$ cat config.mk
export PLATFORM = sky130hd
export DESIGN_NAME = id_ex_pipe_stage
export DESIGN_NICKNAME = d
export VERILOG_FILES = /design/src/rtl/mips_pipe_pkg.sv /design/src/rtl/load_use_detect.sv /design/src/rtl/id_ex_pipe_stage.sv
export SDC_FILE = /design/constraint.sdc
export NUM_CORES = 1
export LEC_CHECK = 0
export BUFFER_PORTS_ARGS = -buffer_cell sky130_fd_sc_hd__buf_4
export CORE_MARGIN = 10
export CORE_UTILIZATION = 49
export CTS_CLUSTER_DIAMETER = 200
export DETAILED_ROUTE_END_ITERATION = 7
export PLACE_DENSITY = 0.85
export SYNTH_ARGS = -nofsm -noshare
export SYNTH_HDL_FRONTEND = slang
export SYNTH_SLANG_ARGS = --single-unit
$ cat constraint.sdc
create_clock -name clk -period 4.35 [get_ports clk]
set_input_delay 0.2175 -clock clk [delete_from_list [all_inputs] [get_ports clk]]
set_output_delay 0.2175 -clock clk [all_outputs]
set_load 0.01 [all_outputs]
$ cat src/rtl/mips_pipe_pkg.sv
// Shared types and constants for the 5-stage MIPS pipeline.
// Bundles decoded control into ctrl_t and provides capture sanitising.
package mips_pipe_pkg;

  localparam int DW  = 32;
  localparam int RAW = 5;

  localparam logic [3:0] ALU_AND  = 4'b0000;
  localparam logic [3:0] ALU_OR   = 4'b0001;
  localparam logic [3:0] ALU_ADD  = 4'b0010;
  localparam logic [3:0] ALU_SUB  = 4'b0011;
  localparam logic [3:0] ALU_SLLV = 4'b1001;
  localparam logic [3:0] ALU_ASR  = 4'b1010;

  localparam logic [5:0] OP_RTYPE = 6'b000000;
  localparam logic [5:0] OP_LW    = 6'b100011;
  localparam logic [5:0] OP_SW    = 6'b101011;
  localparam logic [5:0] OP_BEQ   = 6'b000100;
  localparam logic [5:0] OP_ADDI  = 6'b001000;
  localparam logic [5:0] OP_J     = 6'b000010;

  typedef struct packed {
    logic       rfwe;
    logic       rfdsel;
    logic       alu_in_sel;
    logic       branch;
    logic       dmwe;
    logic       mtorfsel;
    logic [3:0] alu_op_sel;
  } ctrl_t;

  // Decode leaves don't-care fields undriven; force them to 0.
  function automatic ctrl_t ctrl_sanitize(
    input ctrl_t c,
    input logic  jump
  );
    ctrl_t r;
    r = '0;
    if (jump !== 1'b1) begin
      r.rfwe       = c.rfwe === 1'b1;
      r.rfdsel     = r.rfwe & (c.rfdsel === 1'b1);
      r.mtorfsel   = r.rfwe & (c.mtorfsel === 1'b1);
      r.alu_in_sel = c.alu_in_sel === 1'b1;
      r.branch     = c.branch === 1'b1;
      r.dmwe       = c.dmwe === 1'b1;
      for (int i = 0; i < 4; i++)
        r.alu_op_sel[i] = c.alu_op_sel[i] === 1'b1;
    end
    return r;
  endfunction

endpackage

$ cat src/rtl/load_use_detect.sv
// Combinational load-use hazard check between EX and decode.
// Shared with the forwarding unit.
module load_use_detect
  import mips_pipe_pkg::*;
#(
  parameter int RAW = mips_pipe_pkg::RAW
) (
  input  logic           valid_e,
  input  logic           rfwe_e,
  input  logic           mtorfsel_e,
  input  logic [RAW-1:0] rt_e,
  input  logic [RAW-1:0] rs_d,
  input  logic [RAW-1:0] rt_d,
  output logic           lu
);

  logic nz;
  logic hit;

  assign nz  = |rt_e;
  assign hit = (rt_e == rs_d) | (rt_e == rt_d);
  assign lu  = valid_e & rfwe_e & mtorfsel_e
             & nz & hit;

endmodule

$ cat src/rtl/id_ex_pipe_stage.sv
// ID/EX pipeline register with load-use bubble insertion and flush.
// Optional ID_EX_PERF_CNT_EN adds bubble/flush counters.
module id_ex_pipe_stage
  import mips_pipe_pkg::*;
#(
  parameter int DW  = mips_pipe_pkg::DW,
  parameter int RAW = mips_pipe_pkg::RAW
) (
  input  logic           clk,
  input  logic           rst_n,
  input  logic           rfwe_d,
  input  logic           rfdsel_d,
  input  logic           alu_in_sel_d,
  input  logic           branch_d,
  input  logic           dmwe_d,
  input  logic           mtorfsel_d,
  input  logic           jump_d,
  input  logic [3:0]     alu_op_sel_d,
  input  logic [DW-1:0]  rd1_d,
  input  logic [DW-1:0]  rd2_d,
  input  logic [DW-1:0]  imm_d,
  input  logic [DW-1:0]  pc4_d,
  input  logic [RAW-1:0] rs_d,
  input  logic [RAW-1:0] rt_d,
  input  logic [RAW-1:0] rd_d,
  input  logic           flush_e,
  output logic           rfwe_e,
  output logic           rfdsel_e,
  output logic           alu_in_sel_e,
  output logic           branch_e,
  output logic           dmwe_e,
  output logic           mtorfsel_e,
  output logic [3:0]     alu_op_sel_e,
  output logic [DW-1:0]  rd1_e,
  output logic [DW-1:0]  rd2_e,
  output logic [DW-1:0]  imm_e,
  output logic [DW-1:0]  pc4_e,
  output logic [RAW-1:0] rs_e,
  output logic [RAW-1:0] rt_e,
  output logic [RAW-1:0] rd_e,
  output logic           valid_e,
`ifdef ID_EX_PERF_CNT_EN
  output logic [31:0]    bubble_cnt,
  output logic [31:0]    flush_cnt,
`endif
  output logic           stall_f,
  output logic           stall_d
);

  ctrl_t          ctrl_q;
  ctrl_t          ctrl_d;
  ctrl_t          ctrl_raw;
  logic [DW-1:0]  rd1_q, rd2_q, imm_q, pc4_q;
  logic [RAW-1:0] rs_q, rt_q, rd_q;
  logic           valid_q;
  logic           lu;
  logic           bubble;

  load_use_detect #(.RAW(RAW)) u_lu (
    .valid_e    (valid_q),
    .rfwe_e     (ctrl_q.rfwe),
    .mtorfsel_e (ctrl_q.mtorfsel),
    .rt_e       (rt_q),
    .rs_d       (rs_d),
    .rt_d       (rt_d),
    .lu         (lu)
  );

  assign ctrl_raw = '{
    rfwe:       rfwe_d,
    rfdsel:     rfdsel_d,
    alu_in_sel: alu_in_sel_d,
    branch:     branch_d,
    dmwe:       dmwe_d,
    mtorfsel:   mtorfsel_d,
    alu_op_sel: alu_op_sel_d
  };
  assign ctrl_d = ctrl_sanitize(ctrl_raw, jump_d);
  assign bubble = flush_e | lu;

  always_ff @(posedge clk or negedge rst_n) begin
    if (!rst_n) begin
      ctrl_q  <= '0;
      valid_q <= 1'b0;
      rd1_q   <= '0;
      rd2_q   <= '0;
      imm_q   <= '0;
      pc4_q   <= '0;
      rs_q    <= '0;
      rt_q    <= '0;
      rd_q    <= '0;
    end else if (bubble) begin
      ctrl_q  <= '0;
      valid_q <= 1'b0;
      rd1_q   <= '0;
      rd2_q   <= '0;
      imm_q   <= '0;
      pc4_q   <= '0;
      rs_q    <= '0;
      rt_q    <= '0;
      rd_q    <= '0;
    end else begin
      ctrl_q  <= ctrl_d;
      valid_q <= 1'b1;
      rd1_q   <= rd1_d;
      rd2_q   <= rd2_d;
      imm_q   <= imm_d;
      pc4_q   <= pc4_d;
      rs_q    <= rs_d;
      rt_q    <= rt_d;
      rd_q    <= rd_d;
    end
  end

`ifdef ID_EX_PERF_CNT_EN
  logic [31:0] bubble_cnt_q;
  logic [31:0] flush_cnt_q;

  always_ff @(posedge clk or negedge rst_n) begin
    if (!rst_n) begin
      bubble_cnt_q <= '0;
      flush_cnt_q  <= '0;
    end else begin
      if (flush_e && !(&flush_cnt_q))
        flush_cnt_q <= flush_cnt_q + 32'd1;
      if (lu && !flush_e && !(&bubble_cnt_q))
        bubble_cnt_q <= bubble_cnt_q + 32'd1;
    end
  end

  assign bubble_cnt = bubble_cnt_q;
  assign flush_cnt  = flush_cnt_q;
`endif

  assign stall_f      = lu & ~flush_e;
  assign stall_d      = lu & ~flush_e;
  assign rfwe_e       = ctrl_q.rfwe;
  assign rfdsel_e     = ctrl_q.rfdsel;
  assign alu_in_sel_e = ctrl_q.alu_in_sel;
  assign branch_e     = ctrl_q.branch;
  assign dmwe_e       = ctrl_q.dmwe;
  assign mtorfsel_e   = ctrl_q.mtorfsel;
  assign alu_op_sel_e = ctrl_q.alu_op_sel;
  assign rd1_e        = rd1_q;
  assign rd2_e        = rd2_q;
  assign imm_e        = imm_q;
  assign pc4_e        = pc4_q;
  assign rs_e         = rs_q;
  assign rt_e         = rt_q;
  assign rd_e         = rd_q;
  assign valid_e      = valid_q;

endmodule

==> impl_results.md, run 1 <==
- Status: complete, no violations
- Final net count: 977
- Cell leakage power: 4.62 nW
- DP HPWL: 14600 um
- Cells after synthesis: 533
- H-tree Lvls: 4
- Family with the most delay on the worst path: compound AO/OA/AOI/OAI gates
- Syn Area/Cell: 11.5 um2
- CP Launch Type: flip-flop
- Xor-xnor portion of the synthesized cell area: 1.43%
- Slowest-stage cell, CP: a21oi_4
- Final Critical Period: 2550 ps
- Num ports: 313
- Slew headroom: 25.3%
- Switch share: 22.5%
- Die area: 17400 um2
- Psw: 0.798 mW
- Die X: 132 um
- Final-report max-slew violation count: 0
- Final setup violating endpoints: 0
- Sequential share of power: 43.2%
- Hold_sp: alu_op_sel_d[2]
- Initial DRC Count: 312
- First-pass GRT wire length: 30600 um
- Final worst path period share: 58.5%
- Total track usage: 22.4%
- Largest family of logic cells by synthesized area: simple AND/OR/NAND/NOR gates
- PostCTS Resize Cnt: 0
- Maxcap violations: 0
- Largest net degree at the start of global routing: 150
- Area Growth Syn to Fin: 47.6%
- 1st-pass router iterations: 5
- Pwr dens: 392 nW/um2
- Worst Setup SP: rt_e[4]$_DFF_PN0_
- Worst setup path class: flip-flop to output pin
- Area post-placement: 8420 um2
- Vias in the first global route: 5267
- Postcts setup bufs: 0
- Layout cell share with drive strength beyond 1: 42.0%
- GPL Wtd Cong: 0.816
- CP Capture Type: output pin
- Compound-Gate Fraction of Synth Area: 13.9%
- Grt ovf: 0
- Standard-cell row count: 40
- Peak VDD IR: 0.000255 V
- # clock sinks: 154
- Initial antenna violation count: 0
- Synthesized cell area: 6140 um2
- CTS Buffer Depth: 2
- Mux cell area share after synthesis: 0%
- Port Buffer Count: 312
- Post-Layout Inst Area: 9060 um2
- Initial Utilization: 50.5%
- Max Freq: 0.393 GHz
- Per-cell routed wire length: 20.1 um
- Die height: 132 um
- Inserted Clock Buffers: 17
- Total core area: 12200 um2
- Synth Area in Adders: 0%
- Root buffer cell: clkbuf_16
- WP data required: 4130 ps
- Total negative slack: 0 ps
- Simple-gate share of the synthesized area: 15.9%
- Clock Power Share: 43.7%
- Slowest stage delay, CP: 880 ps
- Number of diodes: 0
- Clock Skew: 6.92 ps
- Clock Pin Slew Worst Setup and Hold Paths: 60 ps
- RSZ-0062 raised after global routing: no
- Post-synth cell types: 17
- Worst-path cell chain: nor3_1, a21oi_4, and3b_1, buf_4
- Critical Path Fanout Max: 36
- Worst-skew pair later-pin latency: 420 ps
- Routed vias: 5005
- Worst slew pin tran: 1120 ps
- WP buf/inv: 1
- WL final: 20100 um
- CTS tree: built
- Residual DRC count: 0
- Reg2Reg Launch Point: rt_e[4]$_DFF_PN0_
- Vias per inst: 5.00
- Pint: 2.75 mW
- YS warnings: 0
- Post-Syn Nets: 690
- Fin. Hold Viols: 0
- Antenna Nets Post-Route: 0
- Flops & latches, synth: 154
- Hold Crit Class: primary input to flip-flop
- Seq/Total Area, Yosys: 62.8%
- WP data arrival: 2330 ps
- Share of power burned in combinational logic: 13.2%
[cell families (layout without fill, tap and decap cells)]
logic type	count (synthesis)	after routing
AOI/OAI and AO/OA	156	156
xor gates and xnor gates	10	10
buffers and inverters	52	352
DFF	154	154
and+or+nand+nor	161	161
[state kept, by name, summed over array words and instances (netlist names)]
register      cells
dmwe_e            1
rfdsel_e          1
valid_e           1
rd1_e            32
rfwe_e            1
rd2_e            32
imm_e            32
rs_e              5
rt_e              5
mtorfsel_e        1
alu_in_sel_e      1
rd_e              5
branch_e          1
alu_op_sel_e      4
pc4_e            32
[synthesized netlist by cell type]
master / instances / area [um2]
nor3_1: 1 / 5.00
nand2b_1: 145 / 907
o22ai_2: 1 / 12.5
nor2_1: 2 / 7.51
clkbuf_8: 7 / 96.3
inv_1: 1 / 3.75
buf_2: 16 / 80.1
nand3_1: 3 / 15.0
nand2_1: 9 / 33.8
xnor2_1: 10 / 87.6
buf_4: 1 / 7.51
a2111oi_4: 3 / 82.6
buf_6: 10 / 113
and3b_1: 1 / 8.76
a21oi_1: 152 / 761
dfrtp_1: 154 / 3850
clkbuf_1: 17 / 63.8
[placed cells by master, fill, tap and decap left out]
master / instances
and3b_1: 1
buf_12: 2
a21oi_1: 151
bufinv_16: 4
nor3_1: 1
a21oi_4: 1
nand2b_1: 145
clkinv_2: 4
clkbuf_8: 3
xnor2_1: 10
buf_4: 314
clkbuf_16: 17
nand3_1: 3
dlygate4sd3_1: 2
a2111oi_4: 3
nor2_1: 2
inv_1: 1
clkbuf_1: 4
dfrtp_1: 154
o22ai_4: 1
nand2_1: 9
buf_6: 1
[power by group through the flow]
stage	logic (mW)	clock network, mW	registers [mW]
after floorplan	0.148	0	1.59
after global placement	0.456	0	1.55
after detailed placement	0.469	0	1.56
after CTS	0.474	1.57	1.53
after global routing	0.506	1.63	1.54
final	0.467	1.55	1.53
[final cells by class]
type                            count  area (um2)
Clock buffer                       24         482
Clock inverter                      8         140
Fill cell                         877        3100
Inverter                            1        3.75
Multi-Input combinational cell    327        1940
Sequential cell                   154        3850
Tap cell                          168         210
Timing Repair Buffer              319        2430
[path summary, 6_finish.rpt]
path / end / slack [ps] / cells after the start
max: stall_f / 1800 / 4
min: alu_op_sel_e[2]$_DFF_PN0_ / 20 / 3
max reg2reg: rd2_e[11]$_DFF_PN0_ / 1980 / 5
min reg2reg: alu_op_sel_e[2]$_DFF_PN0_ / 880 / 3
max in group asynchronous: rs_e[3]$_DFF_PN0_ / 2930 / 3
min in group asynchronous: pc4_e[13]$_DFF_PN0_ / 280 / 2
[worst reg2reg max path: cells and delay by family (launching register included)]
kind	cells	cell delay [ps]
DFF	1	450
and+or+nand+nor	1	150
buffers and inverters	1	510
xor gates and xnor gates	1	230
AOI/OAI and AO/OA	2	880
[stage by stage]
step	instances	total power [mW]	setup slack (ps)	hold slack, ps	util (%)
3_3_place_gp	967	2.01	2230	172	69.2
3_5_place_dp	967	2.03	2090	180	69.2
6_report	1001	3.55	1800	20.5	74.5
2_1_floorplan	533	1.74	2690	-78.1	-
4_1_cts	1001	3.57	1770	2.89	74.5
5_1_grt	1001	3.67	1710	11.8	74.5
[per-layer routing]
layer / up-vias / share of wire [%] / global-route usage [%]
li1: 2314 / - / -
met1: 2460 / 36 / 23.3
met2: 194 / 54 / 39.8
met3: 37 / 6.9 / 7.70
met4: 0 / 3.0 / 10.1
met5: - / 0 / 0
[timing repair]
action | in CTS | in global routing
setup endpoints to repair | 0 | 0
hold buffers | 2 | 0
endpoints found under the hold margin | 51 | 0
No activity file was read; power rests on OpenSTA's default activity.
==> run 2, diff against run 1 <==
- CORE_UTILIZATION: 49 -> 41
- PLACE_DENSITY: 0.85 -> 0.76
- clock period: 4.35 -> 2.3 ns (I/O delays scaled with it)
==> run 2 against run 1 <==
Effect of this change: final cell count up 18%; register-to-register slack worse by 1600 ps; flip-flop and latch count unchanged; critical endpoint unchanged; critical path depth unchanged.
==> impl_results.md, run 2 (synthesis results as in run 1) <==
- WP data arrival: 2080 ps
- Pwr dens: 647 nW/um2
- Final net count: 1140
- Status: complete, no violations
- Hold Path Depth: 3
- Hold Crit Class: primary input to flip-flop
- CP Launch Type: flip-flop
- Max Freq: 0.455 GHz
- Most frequent cells in the layout: buf_4, dfrtp_1, dlygate4sd3_1
- Reg-to-reg setup timing slack: 380 ps
- Grt ovf: 0
- CP Capture Type: output pin
- Post-Layout Inst Area: 10700 um2
- Initial DRC Count: 358
- Worst-skew pair later-pin latency: 420 ps
- Clock Skew: 9.96 ps
- Worst slew pin tran: 830 ps
- Most common cell after layout, fill and taps aside: buf_4
- Residual DRC count: 0
- RSZ-0062 raised after global routing: no
- Largest net degree at the start of global routing: 95
- Filler instances: 895
- Root buffer cell: clkbuf_16
- Die area: 20300 um2
- WP data required: 2180 ps
- CTS Buffer Depth: 2
- Routed vias: 5865
- Fin util: 73.5%
- CTS tree: built
- Hold EP: mtorfsel_e$_DFF_PN0_
- Vias per inst: 4.96
- Initial Utilization: 42.1%
- Inserted Clock Buffers: 17
- 1st-pass router iterations: 4
- H-tree Lvls: 4
- Standard-cell row count: 44
- R2r worst-path depth: 4
- Port Buffer Count: 312
- Per-cell routed wire length: 19.9 um
- Peak VDD IR: 0.000430 V
- Die height: 142 um
- First-pass GRT wire length: 35600 um
- Worst Setup SP: rt_e[3]$_DFF_PN0_
- Total core area: 14600 um2
- Final Critical Period: 2200 ps
- Fin. Hold Viols: 0
- Cell leakage power: 5.30 nW
- Total negative slack: 0 ps
- Reg2Reg Launch Point: rt_e[3]$_DFF_PN0_
- GPL Wtd Cong: 0.809
- Antenna Nets Post-Route: 0
- Postcts setup bufs: 0
- Area post-placement: 8570 um2
- Vias in the first global route: 6293
- Critical Path Fanout Max: 15
- Die X: 142 um
- Num ports: 313
- Maxcap violations: 0
- Clock Pin Slew Worst Setup and Hold Paths: 60 ps
- Final worst path period share: 95.6%
- R2R Path End: rd2_e[2]$_DFF_PN0_
- Final setup violating endpoints: 0
- Total track usage: 22.4%
- # clock sinks: 154
- Initial antenna violation count: 2
- Area Growth Syn to Fin: 74.6%
- Final-report max-slew violation count: 0
- Layout cell share with drive strength beyond 1: 36.4%
- Slew headroom: 44.7%
- Hold_sp: mtorfsel_d
- DP HPWL: 14400 um
- WL final: 23500 um
- Worst setup path class: flip-flop to output pin
[run 2: cell types whose count changed in the layout (fill, tap and decap cells not counted), moves of 2 or more]
| cell | before | now |
|---|---|---|
| buf_12 | 2 | 6 |
| dlygate4sd3_1 | 2 | 153 |
| clkinv_2 | 4 | 2 |
| diode_2 | 0 | 2 |
| clkinv_4 | 0 | 2 |
| buf_4 | 314 | 321 |
| clkinvlp_4 | 0 | 2 |
[run 2: critical path: stages, from the launching register on]
cell and delay [ps]:
dfrtp_1 430, nor3_1 490, a21oi_4 310, and3b_1 290, buf_4 150
[run 2: timing repair]
item	4_1_cts	5_1_grt
hold buffers	153	0
gates resized for setup	0	0
hold endpoints to repair	220	0
endpoints found under the setup margin	2	0
[run 2: report_power, final]
group / leakage [nW] / switching, mW / total (mW) / internal, mW
combinational: 3.02 / 0.499 / 1.15 / 0.646
clock: 0.291 / 1.12 / 2.89 / 1.77
sequential: 1.99 / 0.0515 / 2.89 / 2.84
total: 5.30 / 1.67 / 6.93 / 5.26
[run 2: area by class of cell]
class                      count  area, um2  share of cell area, %
clock inverter                10        141                   1.32
clock buffer                  22        464                   4.33
tap                          184        230                   2.15
multi-input combinational    328       1950                   18.2
inverter                       1       3.75                 0.0350
antenna                        2       5.00                 0.0467
timing repair buffer         481       4070                   38.0
sequential                   154       3850                   36.0
[run 2: worst max-delay path by stage]
stage	depth (start not counted)	end	slack, ps
after floorplan	6	stall_f	740
after global placement	4	rd2_e[1]$_DFF_PN0_	360
after detailed placement	4	rd2_e[6]$_DFF_PN0_	300
after CTS	4	stall_d	80
after global routing	4	stall_f	50
final	4	stall_f	100
[run 2: metrics by stage]
step	hold slack (ps)	power, mW	std cells	setup WS (ps)
after global routing	51.3	7.18	1182	48.3
after global placement	186	3.83	994	361
after CTS	26.5	6.93	1180	79.4
after floorplan	-181	3.29	533	744
final	40.4	6.93	1182	101
after detailed placement	187	3.85	994	303
[run 2: per-layer routing]
layer	routed length, um	track usage, %
met1	8360	23.9
met2	12500	38.8
met3	1780	7.61
met4	816	10.8
met5	0	0
==> run 3, diff against run 2 <==
- CORE_UTILIZATION: 41 -> 35
- PLACE_DENSITY: 0.76 -> 0.67
==> run 3 against run 2 <==
Effect of this change: combinational power is essentially flat; count of clock-buffer cells in the layout shrank 4; power shrank 1.9%; critical path type unchanged; largest power group unchanged.
==> impl_results.md, run 3 (synthesis results as in run 1) <==
- Fin. Hold Viols: 0
- WP data arrival: 1880 ps
- WL final: 22000 um
- Die height: 152 um
- Root buffer cell: clkbuf_16
- Vias per inst: 4.60
- Worst Slack Setup Final: 304 ps
- Grt ovf: 0
- Initial Utilization: 35.6%
- Final setup violating endpoints: 0
- Clock Skew: 11.0 ps
- Antenna Nets Post-Route: 0
- Fin Hold WS: 19.8 ps
- Slowest stage delay, CP: 420 ps
- Port Buffer Count: 312
- Clock Pin Slew Worst Setup and Hold Paths: 60 ps
- WP data required: 2180 ps
- Die area: 23200 um2
- Family with the most delay on the worst path: simple AND/OR/NAND/NOR gates
- Per-cell routed wire length: 18.1 um
- Pwr dens: 635 nW/um2
- Postcts setup bufs: 0
- Largest net degree at the start of global routing: 83
- Inserted Clock Buffers: 17
- Highest routed metal layer: met4
- Final Critical Period: 2000 ps
- Standard-cell row count: 48
- Peak VDD IR: 0.000479 V
- Worst slew pin tran: 602 ps
- CP Launch Type: flip-flop
- Num ports: 313
- WL met3: 1840 um
- DP HPWL: 14200 um
- CP Capture Type: output pin
- GPL Wtd Cong: 0.785
- # clock sinks: 154
- Hold Crit Class: primary input to flip-flop
- Status: complete, no violations
- Pre-CTS setup slack: 563 ps
- Fin util: 62.1%
- Final net count: 1136
- H-tree Lvls: 4
- Slew headroom: 59.9%
- WP buf/inv: 1
- CTS tree: built
- Vias in the first global route: 6141
- Worst-skew pair later-pin latency: 410 ps
- Critical Path Fanout Max: 5
- 1st-pass router iterations: 4
- Die X: 152 um
- Maxcap violations: 0
- Max Freq: 0.501 GHz
- Slowest-stage cell, CP: dfrtp_1
- Residual DRC count: 0
- Total negative slack: 0 ps
- First-pass GRT wire length: 34800 um
- Final worst path period share: 86.8%
- Final-report max-slew violation count: 0
- Cell leakage power: 5.29 nW
- RSZ-0062 raised after global routing: no
- Layout cell share with drive strength beyond 1: 36.3%
- Most common cell after layout, fill and taps aside: buf_4
- Routed length on met2: 11300 um
- Routed vias: 5589
- Total core area: 17200 um2
- Initial antenna violation count: 1
- Area Growth Syn to Fin: 74.5%
- Wire length on met1: 8330 um
- CTS Buffer Depth: 2
- Worst-path cell chain: xnor2_1, nand3_1, o22ai_4, and3b_1, buf_4
- Most frequent cells in the layout: buf_4, dfrtp_1, dlygate4sd3_1
- Initial DRC Count: 194
- Worst setup path class: flip-flop to output pin
- Total track usage: 18.6%
==> run 3: cell type report <==
class,instances,area [um2]
diodes,1,2.50
flip-flops and latches,154,3850
clock buffers,18,429
fillers,1329,6530
clock inverters,12,150
inverters,1,3.75
well taps,225,282
repair buffers,478,4050
multi-input cells,327,1940
==> run 3: where the power goes <==
part           total (mW)  internal, mW  switching [mW]
registers            2.89          2.84          0.0465
clock network        2.79          1.69            1.09
logic                1.12         0.641           0.483
total                6.80          5.18            1.62
==> run 3: final timing paths <==
kind	from	to	slack (ps)	cells after the start
worst max-delay path	rt_e[4]$_DFF_PN0_	stall_f	300	5
worst min-delay path	mtorfsel_d	mtorfsel_e$_DFF_PN0_	20	3
worst max register to register	rt_e[4]$_DFF_PN0_	rd2_e[13]$_DFF_PN0_	510	5
worst min register to register	mtorfsel_e$_DFF_PN0_	rd_e[2]$_DFF_PN0_	740	3
max in group asynchronous	rst_n	rt_e[2]$_DFF_PN0_	1300	3
min in group asynchronous	rst_n	imm_e[23]$_DFF_PN0_	280	2
==> run 3: stage by stage <==
step | cells | cell area [um2] | power [mW]
detailed placement | 1032 | 8600 | 3.84
global route | 1216 | 10700 | 7.08
global placement | 1032 | 8600 | 3.83
floorplan | 533 | 6140 | 3.29
finish | 1216 | 10700 | 6.80
CTS | 1215 | 10700 | 6.87
==> run 3: worst reg2reg max path, cell delays in order (launching register included) <==
cell	delay, ps
dfrtp_1	420
xnor2_1	210
nand3_1	150
o22ai_4	260
buf_12	360
a21oi_1	240
==> run 3: what timing repair did <==
action                                  CTS  global route
hold buffers                            153             0
resized for setup                         0             0
endpoints found under the setup margin    0             0
hold endpoints to repair                211             0
==> run 3: per-layer routing <==
metal  vias up  GRT usage [%]
li1       2633              -
met1      2688           20.5
met3        35           7.20
met5         -              0
met4         0           6.49
met2       233           32.1
